**src/rtl/mac_pkg.sv**
```systemverilog
// Shared types and sizing helpers for the bit-serial MAC datapath.
package mac_pkg;

    typedef enum logic [1:0] {
        IDLE,
        CALC,
        DONE
    } state_t;

    localparam int DEF_WIDTH = 16;
    localparam int PROD_W    = 2 * DEF_WIDTH;
    localparam int CNT_W     = $clog2(DEF_WIDTH + 1);

    function automatic int cnt_width(input int w);
        return $clog2(w + 1);
    endfunction

endpackage

```
**src/rtl/seq_mult_core.sv**
```systemverilog
// Unsigned shift-add datapath: retires one multiplier bit per enabled cycle.
module seq_mult_core
    import mac_pkg::*;
#(
    parameter int WIDTH = DEF_WIDTH
) (
    input  logic               clk,
    input  logic               rst,
    input  logic               start,
    input  logic               en,
    input  logic [WIDTH-1:0]   mcand_in,
    input  logic [WIDTH-1:0]   mplier_in,
    output logic               done,
    output logic [2*WIDTH-1:0] pp_out
);

    localparam int CW = cnt_width(WIDTH);

    logic [WIDTH-1:0] mcand;
    logic [WIDTH-1:0] mplier;
    logic [2*WIDTH:0] pp;
    logic [2*WIDTH:0] pp_add;
    logic [CW-1:0]    cnt;

    // Top bit of pp is the carry out of the upper-half add.
    always_comb begin
        pp_add = pp;
        if (mplier[0]) begin
            pp_add[2*WIDTH:WIDTH] = pp[2*WIDTH:WIDTH] + {1'b0, mcand};
        end
    end

    always_ff @(posedge clk or posedge rst) begin
        if (rst) begin
            mcand  <= '0;
            mplier <= '0;
            pp     <= '0;
            cnt    <= '0;
        end else if (start) begin
            mcand  <= mcand_in;
            mplier <= mplier_in;
            pp     <= '0;
            cnt    <= '0;
        end else if (en && !done) begin
            pp     <= pp_add >> 1;
            mplier <= mplier >> 1;
            cnt    <= cnt + 1'b1;
        end
    end

    assign done   = (cnt == CW'(WIDTH));
    assign pp_out = pp[2*WIDTH-1:0];

endmodule

```
**src/rtl/seq_mult_acc.sv**
```systemverilog
// Sequential signed/unsigned multiplier with optional running accumulator.
module seq_mult_acc
    import mac_pkg::*;
#(
    parameter int WIDTH     = DEF_WIDTH,
    parameter int ACC_WIDTH = 2 * WIDTH + 8
) (
    input  logic                 clk,
    input  logic                 rst,
    input  logic                 in_valid,
    output logic                 in_ready,
    input  logic [WIDTH-1:0]     a,
    input  logic [WIDTH-1:0]     b,
    input  logic                 signed_mode,
    input  logic                 acc_en,
    input  logic                 clr_acc,
    output logic                 out_valid,
    input  logic                 out_ready,
    output logic [2*WIDTH-1:0]   product,
    output logic [ACC_WIDTH-1:0] acc,
    output logic                 overflow,
    output logic                 busy
);

    localparam int PW = 2 * WIDTH;
    localparam int AM = ACC_WIDTH - 1;

    state_t               state;
    state_t               state_nx;
    logic                 neg_q;
    logic                 sm_q;
    logic                 acc_en_q;
    logic                 start;
    logic                 finish;
    logic                 take;
    logic                 done;
    logic                 do_acc;
    logic                 add_ovf;
    logic [WIDTH-1:0]     a_mag;
    logic [WIDTH-1:0]     b_mag;
    logic [PW-1:0]        pp;
    logic [PW-1:0]        prod_nx;
    logic [ACC_WIDTH-1:0] ext;
    logic [ACC_WIDTH-1:0] sum;

    assign in_ready = (state == IDLE);
    assign busy     = (state != IDLE);
    assign start    = in_valid && in_ready;
    assign finish   = (state == CALC) && done;
    assign take     = (state == DONE) && out_ready;
    assign do_acc   = finish && acc_en_q;

    // The most negative value maps to 2^(WIDTH-1), which still fits unsigned.
    assign a_mag   = (signed_mode && a[WIDTH-1]) ? -a : a;
    assign b_mag   = (signed_mode && b[WIDTH-1]) ? -b : b;
    assign prod_nx = neg_q ? -pp : pp;

    seq_mult_core #(
        .WIDTH (WIDTH)
    ) u_core (
        .clk       (clk),
        .rst       (rst),
        .start     (start),
        .en        (state == CALC),
        .mcand_in  (a_mag),
        .mplier_in (b_mag),
        .done      (done),
        .pp_out    (pp)
    );

    always_comb begin
        ext = ACC_WIDTH'(prod_nx);
        if (sm_q) begin
            ext = ACC_WIDTH'($signed(prod_nx));
        end
        sum     = acc + ext;
        add_ovf = (acc[AM] == ext[AM]) && (sum[AM] != acc[AM]);
    end

    always_comb begin
        state_nx = state;
        unique case (state)
            IDLE:    if (start)     state_nx = CALC;
            CALC:    if (done)      state_nx = DONE;
            DONE:    if (out_ready) state_nx = IDLE;
            default:                state_nx = IDLE;
        endcase
    end

    always_ff @(posedge clk or posedge rst) begin
        if (rst) begin
            state <= IDLE;
        end else begin
            state <= state_nx;
        end
    end

    always_ff @(posedge clk or posedge rst) begin
        if (rst) begin
            neg_q     <= 1'b0;
            sm_q      <= 1'b0;
            acc_en_q  <= 1'b0;
            out_valid <= 1'b0;
            product   <= '0;
        end else begin
            if (start) begin
                neg_q    <= signed_mode & (a[WIDTH-1] ^ b[WIDTH-1]);
                sm_q     <= signed_mode;
                acc_en_q <= acc_en;
            end
            if (finish) begin
                product   <= prod_nx;
                out_valid <= 1'b1;
            end else if (take) begin
                out_valid <= 1'b0;
            end
        end
    end

    // A clear on the same edge as an accumulate leaves just the new product.
    always_ff @(posedge clk or posedge rst) begin
        if (rst) begin
            acc      <= '0;
            overflow <= 1'b0;
        end else if (clr_acc) begin
            acc      <= do_acc ? ext : '0;
            overflow <= 1'b0;
        end else if (do_acc) begin
            acc      <= sum;
            overflow <= overflow | add_ovf;
        end
    end

endmodule

```
**config.mk**
```make
export PLATFORM = sky130hd
export DESIGN_NAME = seq_mult_acc
export DESIGN_NICKNAME = d
export VERILOG_FILES = /design/src/rtl/mac_pkg.sv /design/src/rtl/seq_mult_core.sv /design/src/rtl/seq_mult_acc.sv
export SDC_FILE = /design/constraint.sdc
export NUM_CORES = 1
export LEC_CHECK = 0
export CELL_PAD_IN_SITES_DETAIL_PLACEMENT = 1
export CELL_PAD_IN_SITES_GLOBAL_PLACEMENT = 2
export CORE_MARGIN = 3
export CORE_UTILIZATION = 30
export DETAILED_ROUTE_END_ITERATION = 8
export GPL_TIMING_DRIVEN = 0
export HOLD_SLACK_MARGIN = 0.12
export PLACE_DENSITY = 0.77
export SLEW_MARGIN = 25
export SYNTH_ARGS = -nofsm -noshare
export SYNTH_HDL_FRONTEND = slang
export SYNTH_SLANG_ARGS = --single-unit
```
**constraint.sdc**
```tcl
create_clock -name clk -period 7.8 [get_ports clk]
set_input_delay 1.56 -clock clk [delete_from_list [all_inputs] [get_ports clk]]
set_output_delay 1.56 -clock clk [all_outputs]
set_load 0.01 [all_outputs]
```
==> insert_results.sql <==
INSERT INTO impl_metrics (metric_group, metric, value, unit) VALUES
('status', 'status', 'completed', ''),
('yosys', 'synth.mux.area_fraction', '3.87', '%'),
('yosys', 'mappedNetlistNets', '1208', ''),
('clocking', 'htree_levels', '4', ''),
('yosys', 'ys.flop_type', 'sky130_fd_sc_hd__dfrtp_1', ''),
('yosys', 'synth.lib_cells_used.distinct', '82', ''),
('timing', 'finalCritPeriodShare', '72.9', '%'),
('finish', 'fraction_of_final_layout_cells_with_drive_strength_greater_than_1', '6.67', '%'),
('clocking', 'cts_tree', 'done', ''),
('route', 'wl_per_cell', '18.3', 'um'),
('route', 'drt.antenna.violating_nets', '0', ''),
('finish', 'multi_input_area', '0.00574', 'sq mm'),
('timing', 'worst_hold_slack', '0.489', 'ns'),
('clocking', 'cts.root.buffer_cell', 'sky130_fd_sc_hd__clkbuf_16', ''),
('setup_path', 'r2r_setup_slack', '2.11', 'ns'),
('setup_path', 'timing.critical_path.fanout_max', '10', ''),
('clocking', 'ctsLongestPathBuffers', '2', ''),
('place', 'worst_slack_after_detailed_placement', '2.13', 'ns'),
('timing', 'slew_headroom', '35.2', '%'),
('clocking', 'worst_skew_pair.late_latency', '0.43', 'ns'),
('place', 'input_output_buffers', '113', ''),
('timing', 'setup_viol', '0', ''),
('setup_path', 'path_buf_inv', '3', ''),
('pwr', 'max_vdd_drop', '0.194', 'mV'),
('floorplan', 'coreArea', '0.0319', 'sq mm'),
('yosys', 'synth_sequential_area_ratio', '37.7', '%'),
('setup_path', 'cpPeakStageDelay', '0.46', 'ns'),
('yosys', 'synth-edff-count', '0', ''),
('finish', 'syn_to_final_growth', '23.5', '%'),
('finish', 'antenna_cells', '0', ''),
('floorplan', 'die-width', '187', 'um'),
('setup_path', 'worst_ep_arrival_time', '5.99', 'ns'),
('route', 'detail_route.vias_per_cell', '5.14', ''),
('grt', 'global_route_wire_length_before_repair', '50.7', 'mm'),
('pwr', 'leakage', '5.35', 'nW'),
('flow_run', 'drv_cap', '0', ''),
('setup_path', 'worst_setup_path_end_kind', 'flop', ''),
('setup_path', 'required', '8.10', 'ns'),
('setup_path', 'crit_path_start_kind', 'flop', ''),
('grt', 'first_global_vias', '9122', ''),
('timing', 'unrepaired_setup_endpoints_after_global_routing', 'no', ''),
('yosys', 'synth-async-reset-ratio', '100', '%'),
('timing', 'finClkSkew', '0.0191', 'ns'),
('finish', 'final_common_cell', 'sky130_fd_sc_hd__dfrtp_1', ''),
('floorplan', 'rows', '65', ''),
('yosys', 'post_synthesis_cell_area', '0.00982', 'sq mm'),
('grt', 'grt_overflow_total', '0', ''),
('route', 'postRouteWirelength', '31.1', 'mm'),
('clocking', 'cts.hold.buffers_added', '0', ''),
('route', 'drc', '0', ''),
('setup_path', 'timing.critical_path.max_delay_family', 'compound AO/OA/AOI/OAI gates', ''),
('floorplan', 'die_h', '187', 'um'),
('timing', 'final_critical_path_setup_slack', '2.11', 'ns'),
('yosys', 'synthXorXnorAreaFrac', '8.90', '%'),
('grt', 'antenna_violations_before_repair', '0', ''),
('yosys', 'synth-compound-area-share', '20.8', '%'),
('yosys', 'main_combinational_cell_family_by_area_after_synthesis', 'compound AO/OA/AOI/OAI gates', ''),
('setup_path', 'crit_chain', 'or3_1, or2_1, or3_1, or2_2, nand2b_4, o31ai_1, xor2_1, inv_1, ha_1, clkbuf_1, a21oi_1, o21ai_0, a31oi_1, o211ai_1, a21oi_2, o221ai_1, a31oi_1, buf_2, nand3_1, a21o_1, a311o_1', ''),
('yosys', 'ys_ff_latch', '148', ''),
('place', 'place_congestion', '0.821', ''),
('route', 'drt_pass1_iterations', '4', ''),
('grt', 'grt_max_degree', '76', ''),
('finish', 'layout.cells.most_common_list', 'sky130_fd_sc_hd__dfrtp_1 (148), sky130_fd_sc_hd__nand2_1 (132), sky130_fd_sc_hd__clkdlybuf4s50_1 (113), sky130_fd_sc_hd__o21ai_0 (111), sky130_fd_sc_hd__a21oi_1 (67)', ''),
('timing', 'tightest_slew', '0.962', 'ns'),
('pwr', 'p_total', '4.32', 'mW'),
('yosys', 'synthCells', '1114', ''),
('route', 'first_iter_violations', '392', ''),
('yosys', 'syn-mean-instance-area', '8.82', 'sq um'),
('clocking', 'cts_repair_resize_count', '0', ''),
('setup_path', 'path_class', 'flop to flop', ''),
('timing', 'timing_hold_violations_final', '0', '');
[metal layers]
layer,routed length (um),GRT usage [%],up-vias
li1,-,-,4262
met1,14300,23.2,4292
met2,15400,31.8,135
met3,979,2.59,21
met4,316,3.40,0
met5,0,0,-
[metrics by stage]
step,cells,setup TNS (ns),instance area [sq um],utilization [%]
floorplan,1114,0,9820,-
global placement,1662,-11.88,11500,36.1
detailed placement,1663,0,11500,36.2
CTS,1695,0,12100,38.0
global route,1695,0,12100,38.0
finish,1695,0,12100,38.0
[cell families after synthesis]
group                      after synthesis
and+or+nand+nor                        351
xor gates and xnor gates                99
muxes                                   37
adders and majority gates               55
buffers and inverters                   98
DFF                                    148
AOI/OAI and AO/OA                      326
[worst paths after layout]
kind,cells past startpoint,startpoint,to
max,21,u_core.pp[4]$_DFFE_PP0P_,acc[35]$_DFFE_PP0P_
min,2,u_core.mcand[15]$_DFFE_PP0P_,u_core.mcand[15]$_DFFE_PP0P_
max reg2reg,21,u_core.pp[4]$_DFFE_PP0P_,acc[35]$_DFFE_PP0P_
min reg2reg,2,u_core.mcand[15]$_DFFE_PP0P_,u_core.mcand[15]$_DFFE_PP0P_
max in group asynchronous,3,rst,product[21]$_DFFE_PP0P_
min in group asynchronous,2,rst,u_core.mplier[12]$_DFFE_PP0P_
[report_power, final]
part | total (mW) | internal, mW | switching [mW]
sequential | 1.29 | 1.02 | 0.276
combinational | 2.18 | 0.911 | 1.27
clock | 0.848 | 0.481 | 0.367
total | 4.32 | 2.41 | 1.91
[worst reg2reg max path: cells and delay by family, from the launching register on]
kind / cells / cell delay, ns
adders and majority gates: 1 / 0.28
buffers and inverters: 3 / 0.58
AOI/OAI and AO/OA: 10 / 2.31
DFF: 1 / 0.44
xor gates and xnor gates: 1 / 0.27
and+or+nand+nor: 6 / 1.71
[cells in the mapped netlist (all sizes together), types with 19 or more instances]
master / instances / area (sq um)
o22ai: 23 / 144
a21o: 25 / 189
a21oi: 70 / 362
nor3: 19 / 106
xor2: 46 / 410
clkbuf: 49 / 184
nand2: 134 / 513
nand3: 47 / 248
nor2: 61 / 231
o21ai: 112 / 561
xnor2: 53 / 464
ha: 53 / 663
inv: 44 / 165
mux2i: 29 / 290
dfrtp: 148 / 3700
[registers in the layout (all words and copies together), names as in the netlist, 2 cells and up]
signal / cells
product: 32
acc: 40
u_core.pp: 32
state: 2
u_core.mcand: 16
u_core.cnt: 5
u_core.mplier: 16
[cell type report]
class	count	area share, %
Multi-Input combinational cell	868	47.3
Buffer	54	1.75
Clock buffer	17	3.51
Timing Repair Buffer	114	9.55
Clock inverter	15	1.40
Sequential cell	148	30.5
Inverter	44	1.42
Tap cell	435	4.49
(Power assumes the default switching activity.)
